**config.mk**
```make
export PLATFORM = sky130hd
export DESIGN_NAME = vga_text_vram_sequencer
export DESIGN_NICKNAME = d
export VERILOG_FILES = /design/src/rtl/vga_text_vram_sequencer.sv
export SDC_FILE = /design/constraint.sdc
export NUM_CORES = 1
export LEC_CHECK = 0
export ABC_CLOCK_PERIOD_IN_PS = 4000
export CORE_MARGIN = 2
export CORE_UTILIZATION = 30
export DETAILED_ROUTE_END_ITERATION = 10
export PLACE_DENSITY = 0.6
export SETUP_SLACK_MARGIN = 0.1
export SLEW_MARGIN = 20
export SYNTH_ARGS = -nofsm -noshare
export SYNTH_HDL_FRONTEND = slang
export SYNTH_SLANG_ARGS = --single-unit
```
**constraint.sdc**
```tcl
create_clock -name CLK -period 4 [get_ports CLK]
set_clock_uncertainty 0.05 [all_clocks]
set_input_delay 1.2 -clock CLK [delete_from_list [all_inputs] [get_ports CLK]]
set_output_delay 1.2 -clock CLK [all_outputs]
set_load 0.01 [all_outputs]
```
**src/rtl/vga_text_vram_sequencer.sv**
```systemverilog
// Bulk VRAM engine for the VGA text controller: CLEAR, FILL_ROW and SCROLL_UP as an Avalon-MM master.
// Optional macro VGA_TEXT_SEQ_VSYNC_WAIT_EN holds each command in ARM until a vsync falling edge.
`timescale 1ns/1ps
module vga_text_vram_sequencer #(
  parameter int ROWS          = 30,
  parameter int WORDS_PER_ROW = 20,
  parameter int READ_LATENCY  = 2
) (
  input  logic        CLK,
  input  logic        RESET,
  input  logic        cmd_valid,
  output logic        cmd_ready,
  input  logic [1:0]  cmd_op,
  input  logic [4:0]  cmd_row,
  input  logic [31:0] cmd_fill,
  output logic        busy,
  output logic        done,
  output logic        err,
  input  logic        vs,
  output logic [11:0] M_ADDR,
  output logic        M_READ,
  output logic        M_WRITE,
  output logic        M_CS,
  output logic [3:0]  M_BYTE_EN,
  output logic [31:0] M_WRITEDATA,
  input  logic [31:0] M_READDATA,
  input  logic        M_WAITREQUEST
);
  localparam int TOTAL = ROWS * WORDS_PER_ROW;
  localparam int CW    = $clog2(TOTAL);
  localparam int LW    = $clog2(READ_LATENCY + 1);

  localparam logic [1:0] OP_CLEAR  = 2'b00;
  localparam logic [1:0] OP_SCROLL = 2'b01;
  localparam logic [1:0] OP_FILL   = 2'b10;

  localparam logic [CW-1:0] LAST_WORD   = CW'(TOTAL - 1);
  localparam logic [CW-1:0] SCROLL_LAST = CW'((ROWS - 1) * WORDS_PER_ROW - 1);

  typedef enum logic [2:0] {IDLE, ARM, RD_REQ, RD_WAIT, WR, FILL, DONE} state_t;

  state_t        state;
  logic [1:0]    op_q;
  logic [4:0]    row_q;
  logic [31:0]   fill_q;
  logic [CW-1:0] cnt;
  logic [CW-1:0] last;
  logic [LW-1:0] lat;

  logic          accept;
  logic          bad_cmd;
  logic          go;
  logic [1:0]    l_op;
  logic [4:0]    l_row;
  logic [31:0]   l_fill;
  logic [CW-1:0] fill_start;
  logic [CW-1:0] fill_last;
  logic [CW-1:0] cnt_nxt;
  logic [11:0]   rd_nxt;

  assign M_BYTE_EN = 4'hF;

  // Launch parameters come straight from the command port in IDLE, from the latched copy in ARM.
  always_comb begin
    accept     = cmd_valid & cmd_ready;
    bad_cmd    = (cmd_op == 2'b11) | ((cmd_op == OP_FILL) & (int'(cmd_row) >= ROWS));
    l_op       = (state == IDLE) ? cmd_op   : op_q;
    l_row      = (state == IDLE) ? cmd_row  : row_q;
    l_fill     = (state == IDLE) ? cmd_fill : fill_q;
    fill_start = '0;
    fill_last  = LAST_WORD;
    if (l_op == OP_FILL) begin
      fill_start = CW'(int'(l_row) * WORDS_PER_ROW);
      fill_last  = fill_start + CW'(WORDS_PER_ROW - 1);
    end
    cnt_nxt    = cnt + 1'b1;
    rd_nxt     = 12'(cnt_nxt) + 12'(WORDS_PER_ROW);
  end

`ifdef VGA_TEXT_SEQ_VSYNC_WAIT_EN
  logic vs_q;
  always_ff @(posedge CLK or posedge RESET) begin
    if (RESET) vs_q <= 1'b1;
    else       vs_q <= vs;
  end
  assign go = (state == ARM) & vs_q & ~vs;
`else
  logic unused_vs;
  assign unused_vs = vs;
  assign go = (state == IDLE) & accept & ~bad_cmd;
`endif

  always_ff @(posedge CLK or posedge RESET) begin
    if (RESET) begin
      state       <= IDLE;
      cmd_ready   <= 1'b1;
      busy        <= 1'b0;
      done        <= 1'b0;
      err         <= 1'b0;
      M_READ      <= 1'b0;
      M_WRITE     <= 1'b0;
      M_CS        <= 1'b0;
      M_ADDR      <= '0;
      M_WRITEDATA <= '0;
      op_q        <= '0;
      row_q       <= '0;
      fill_q      <= '0;
      cnt         <= '0;
      last        <= '0;
      lat         <= '0;
    end else begin
      done <= 1'b0;
      case (state)
        IDLE: begin
          if (accept) begin
            op_q      <= cmd_op;
            row_q     <= cmd_row;
            fill_q    <= cmd_fill;
            err       <= 1'b0;
            cmd_ready <= 1'b0;
            if (bad_cmd) begin
              err   <= 1'b1;
              done  <= 1'b1;
              state <= DONE;
            end else begin
              busy  <= 1'b1;
              state <= ARM;
            end
          end
        end
        ARM: ;
        FILL: begin
          if (!M_WAITREQUEST) begin
            if (cnt == last) begin
              M_WRITE <= 1'b0;
              M_CS    <= 1'b0;
              busy    <= 1'b0;
              done    <= 1'b1;
              state   <= DONE;
            end else begin
              cnt    <= cnt_nxt;
              M_ADDR <= 12'(cnt_nxt);
            end
          end
        end
        RD_REQ: begin
          if (!M_WAITREQUEST) begin
            M_READ <= 1'b0;
            M_CS   <= 1'b0;
            lat    <= LW'(1);
            state  <= RD_WAIT;
          end
        end
        RD_WAIT: begin
          if (lat == LW'(READ_LATENCY)) begin
            M_WRITEDATA <= M_READDATA;
            M_WRITE     <= 1'b1;
            M_CS        <= 1'b1;
            M_ADDR      <= 12'(cnt);
            state       <= WR;
          end else begin
            lat <= lat + 1'b1;
          end
        end
        WR: begin
          if (!M_WAITREQUEST) begin
            cnt <= cnt_nxt;
            if (cnt == SCROLL_LAST) begin
              // Copy finished: the write strobe stays up and rolls straight into the last-row fill.
              M_ADDR      <= 12'(cnt_nxt);
              M_WRITEDATA <= fill_q;
              last        <= LAST_WORD;
              state       <= FILL;
            end else begin
              M_WRITE <= 1'b0;
              M_READ  <= 1'b1;
              M_ADDR  <= rd_nxt;
              state   <= RD_REQ;
            end
          end
        end
        DONE: begin
          cmd_ready <= 1'b1;
          state     <= IDLE;
        end
        default: state <= IDLE;
      endcase

      if (go) begin
        busy <= 1'b1;
        M_CS <= 1'b1;
        if (l_op == OP_SCROLL) begin
          M_READ  <= 1'b1;
          M_WRITE <= 1'b0;
          M_ADDR  <= 12'(WORDS_PER_ROW);
          cnt     <= '0;
          state   <= RD_REQ;
        end else begin
          M_READ      <= 1'b0;
          M_WRITE     <= 1'b1;
          M_ADDR      <= 12'(fill_start);
          M_WRITEDATA <= l_fill;
          cnt         <= fill_start;
          last        <= fill_last;
          state       <= FILL;
        end
      end
    end
  end
endmodule

```
### Word-level counts from Yosys, hierarchy flattened

Cells that the tools add are included.

* add/subtract/negate cells: 4
* muxes and demuxes: 71
* reductions and logical operators: 18
* order comparisons: 1
* $mul: 1
* bitwise operators: 6
* equal/unequal tests: 26

Operator list (number)
* $mux W32: 6
* $mux W10: 13
* $pmux W32 S2: 1
* $mux W12: 5
* $pmux W12 S3: 1
* $mux W3: 10
* $ne A3 B3 Y1 const B: 9
* $mux W1: 21
* $pmux W10 S2: 1
* $pmux W3 S6: 1
* $reduce_and A5 Y1: 3
* $add A10 B5 Y11 const B: 1
* $mux W11: 1
* $add A10 B1 Y10 const B: 1
* $add A10 B5 Y10 const B: 1
* $eq A10 B10 Y1: 1
* $eq A10 B10 Y1 const B: 1
* $eq A3 B3 Y1 const B: 3
* $reduce_bool A3 Y1: 3
* $eq A2 B2 Y1 const B: 4
* $mul A5 B3 Y8 const B: 1
* $ne A2 B2 Y1 const B: 4
* $pmux W1 S2: 4
* $reduce_and A4 Y1: 2
* 19 further kinds: 29

* output and inout port bits: 55
* word-level logic and storage cells: 143
* flip-flop bits (word level): 115
* input bits: 76

### Logic depth before layout (Yosys ltp)

* word-level depth: 7
* depth in mapped cells: 14

### Least setup slack after synthesis

No wires, ideal clock.

* path kind: input-to-reg
* from: input cmd_row[4]
* to: register last[9]
* library setup time: 163 ps
* cell stages on the path: 8
* setup slack: 746 ps
* path buffers: 0
* arrival: 3040 ps
* cell sequence: mux2_2 > ha_1 > fa_1 > xor2_1 > nand4_1 > a21oi_1 > xor2_1 > a21oi_1

* cells in the longest elaborated chain, start to end: 6

RTL lines
* from (decl): line 14 `input logic [4:0] cmd_row,`
* $mux W5 / $ge A5 B5 Y1 (equally long branches): line 68, 66
* $mul A5 B3 Y8 / $and A1 B1 Y1 (equally long branches): line 73, 66
* $add A10 B5 Y10 / $or A1 B1 Y1 (equally long branches): line 74, 66
* $mux W10 / $not A1 Y1 (equally long branches): line 72, 90
* $mux W10 / $and A1 B1 Y1 (equally long branches): line 192, 90
* $mux W10 (*): line 189 `if (go) begin`
* to (signal assigned): line 204 `last <= fill_last;`
* to (decl): line 47 `logic [CW-1:0] last;`

Every way passes the cells marked *; elsewhere a longest branch is shown, timed or not.
A chain may end at the register's enable or synchronous reset.

### Worst setup path after layout

* from: input cmd_row[4]
* to: register M_ADDR[8]

* cells in the longest elaborated chain, start to end: 7

RTL lines
* branches (longest 7 deep; another with $mul A5 B3 Y8)
* to (signal assigned): line 142 `M_ADDR <= 12'(cnt_nxt);`
* to (signal assigned): line 159 `M_ADDR <= 12'(cnt);`
* to (signal assigned): line 170 `M_ADDR <= 12'(cnt_nxt);`
* to (decl): line 20 `output logic [11:0] M_ADDR,`

Several ways; the timed one is not identified.

==> reports/metrics.cfg <==
[status]
status=finished, final reports clean

[setup_path]
reg2reg_slack_ns=0.74
endpoint_kind=flop
rr_startpoint=state[2]$_DFFE_PP0P_
path_buf_inv=1
rr_worst_depth=9
cp.depth=9
path_common_cell=ha_1
worstSetupStartpointType=input pin
endpoint=M_ADDR[8]$_DFFE_PP0P_
crit_path_max_incr_delay_ns=0.48
rr_endpoint=last[7]$_DFF_PP0_
cp_cell_sequence=clkdlybuf4s50_1, mux2_2, ha_1, ha_1, o2111ai_1, a31o_2, and2_1, nor2_1, o32a_1
cp_max_fo=5
critical-path-top-delay-family=compound AO/OA/AOI/OAI gates
slowest_stage=clkdlybuf4s50_1
arrival_ns=3.66
crit_required_ns=4.25
startpoint=cmd_row[4]
crit_type=in -> reg

[floorplanning]
fp.dieH_um=152
coreArea_um2=21800
rows=54
ioPinCount=131
initial_core_util_pct=30.4
die_w_um=152
die-area_um2=23200

[timing]
slew_headroom_pct=39.5
post-route-period-util_pct=85.3
final-setup-viol-count=0
drv_slew=0
whs_ns=0.419
finalSetupTns_ns=0
finalWorstSetupSlack_ns=0.589
rsz0062_at_grt=no
finalHoldViolations=0
fmax_ghz=0.293
period_minus_slack_ns=3.41
worst_slew_pin_slew_ns=0.904

[clock_tree]
cts_tree=done
path_clk_slew_ns=0.06
clock_path_buffers=2
cts_setup_buffers=0
root_buffer=clkbuf_16
h-tree-depth=4
cts_inserted_buffers=17
cts_resized=0
holdBufCountCts=0
insertion_delay_ns=0.42
clock_sinks=114

[logic_synthesis]
synth_area_um2=6610
ys_ff_latch=114
synthCells=782
synth_cell_type_count=69
synth_edf_count=0
synthFlopType=dfrtp_1
async_reset_ff_share_pct=100
seq_area_frac_synth_pct=43.2
ys.warnings.count=0
synth.avg_cell_area_um2=8.45

[grt]
grt_max_degree=46
grt_pass1_vias=5882
met1_usage_pct=26.1
grt_usage_pct=17.9
grt_use_met2_pct=26.4
grt_pass1_wl_um=33600
gr-max-usage-layer=met2
grt_antenna_before_repair=0
grtUsageMet3_pct=3.98
overflow=0

[power_and_ir_drop]
p_leak_nw=3.80
powerDensity_nw_per_um2=549
peakVddDrop_mv=0.349
total_power_w=0.00480

[drt]
route.detailed.drc=0
routed_wirelength_um=20700
vias=6250
viasPerCell=5.29
ant_nets=0
dr.pass1.iters=5
drtIter0Drc=751
avgRoutedWirePerCell_um=17.5

[placed_design]
pre_cts_slack_ns=0.181
io_buffers=124
gp_congestion=0.882
placedCellCount=1149
dp_hpwl_um=13900

[finish]
fill_cells=2173
final_nets=974
multi_input_area_um2=3460
ff_latch_area_um2=2850
drive_gt1_share_pct=9.32
diodes=0
final_cells=1181
area_growth_pct=32.3

[hold_path]
hold_path.class=reg -> reg

[job]
drv_cap=0

==> tightest hold or removal path, delay by kind of cell, from the launching register on <==
kind | cells | cell delay [ns]
flops | 1 | 0.33
simple gates | 2 | 0.10
==> cells in the mapped netlist (all sizes together), types with 9 or more instances <==
cell / n / area share [%]
ha: 9 / 1.7
o21ai: 26 / 2.0
a31oi: 34 / 3.2
clkbuf: 45 / 2.6
xnor2: 18 / 2.4
nor3: 15 / 1.3
a221o: 32 / 4.8
nor2: 37 / 2.1
nand2: 219 / 12
buf: 20 / 1.9
dfrtp: 113 / 43
inv: 10 / 0.57
nand3: 9 / 0.68
a21oi: 57 / 4.3
==> layer usage <==
layer  vias to the layer above  part of all wire [%]
met4                         0                   2.1
met2                       206                    45
met5                         -                     0
li1                       2993                     -
met1                      3014                    47
met3                        37                   5.8
==> cell usage in the layout, fill, tap and decap left out, types with 6 or more instances in the layout <==
cell,n
nand3_1,9
xor2_1,7
mux2i_1,6
nand4_1,7
a221o_1,32
xnor2_1,18
buf_4,22
dfrtp_1,113
a21oi_1,57
nor2_1,35
ha_1,9
a221oi_1,7
clkdlybuf4s50_1,124
inv_1,9
a31oi_1,34
nand2_1,219
o31ai_1,6
nor3_1,13
o21ai_0,25
inv_6,6
clkbuf_16,17
==> metrics by stage <==
stage | cell area [µm²] | util, %
floorplan | 6630 | -
global placement | 8170 | 37.6
detailed placement | 8170 | 37.6
CTS | 8740 | 40.2
global route | 8740 | 40.2
finish | 8740 | 40.2
==> power by group <==
group,total (W),switching [W],internal [W]
sequential,0.00162,0.000221,0.00140
clock,0.00150,0.000625,0.000870
combinational,0.00168,0.000849,0.000835
==> worst min path at each step <==
stage / startpoint / slack, ns / depth (start not counted) / end
final: op_q[0]$_DFFE_PP0P_ / 0.42 / 2 / op_q[0]$_DFFE_PP0P_
after global placement: row_q[4]$_DFFE_PP0P_ / 0.41 / 2 / row_q[4]$_DFFE_PP0P_
after global routing: row_q[1]$_DFFE_PP0P_ / 0.45 / 2 / row_q[1]$_DFFE_PP0P_
after CTS: op_q[0]$_DFFE_PP0P_ / 0.42 / 2 / op_q[0]$_DFFE_PP0P_
after detailed placement: op_q[0]$_DFFE_PP0P_ / 0.41 / 2 / op_q[0]$_DFFE_PP0P_
after floorplan: op_q[0]$_DFFE_PP0P_ / 0.39 / 2 / op_q[0]$_DFFE_PP0P_
==> state kept, by name, indices dropped and copies added (netlist names) <==
signal and flops:
M_WRITEDATA 32, fill_q 32, M_ADDR 11, cnt 10
last 10, row_q 5, state 3, lat 2
op_q 2, M_CS 1, M_READ 1, M_WRITE 1
busy 1, cmd_ready 1, done 1, err 1
==> layout make-up <==
| cell class | instances | area share, % |
|---|---|---|
| multi-input cells | 596 | 39.6 |
| clock buffers | 17 | 4.86 |
| clock inverters | 15 | 1.69 |
| flip-flops and latches | 114 | 32.6 |
| repair buffers | 149 | 16.8 |
| inverters | 10 | 0.472 |
| well taps | 280 | 4.01 |
==> cell families after synthesis <==
family	Yosys count	share of synthesized area (%)
buffers and inverters	75	4.98
XOR/XNOR	25	3.31
AO/OA/AOI/OAI	208	21.8
other	2	0.114
AND/OR/NAND/NOR	337	22.8
flip-flops	114	43.2
adder cells (fa/ha/maj)	10	2.01
multiplexers	11	1.80
Note: power is estimated with default switching activity, not from simulation.
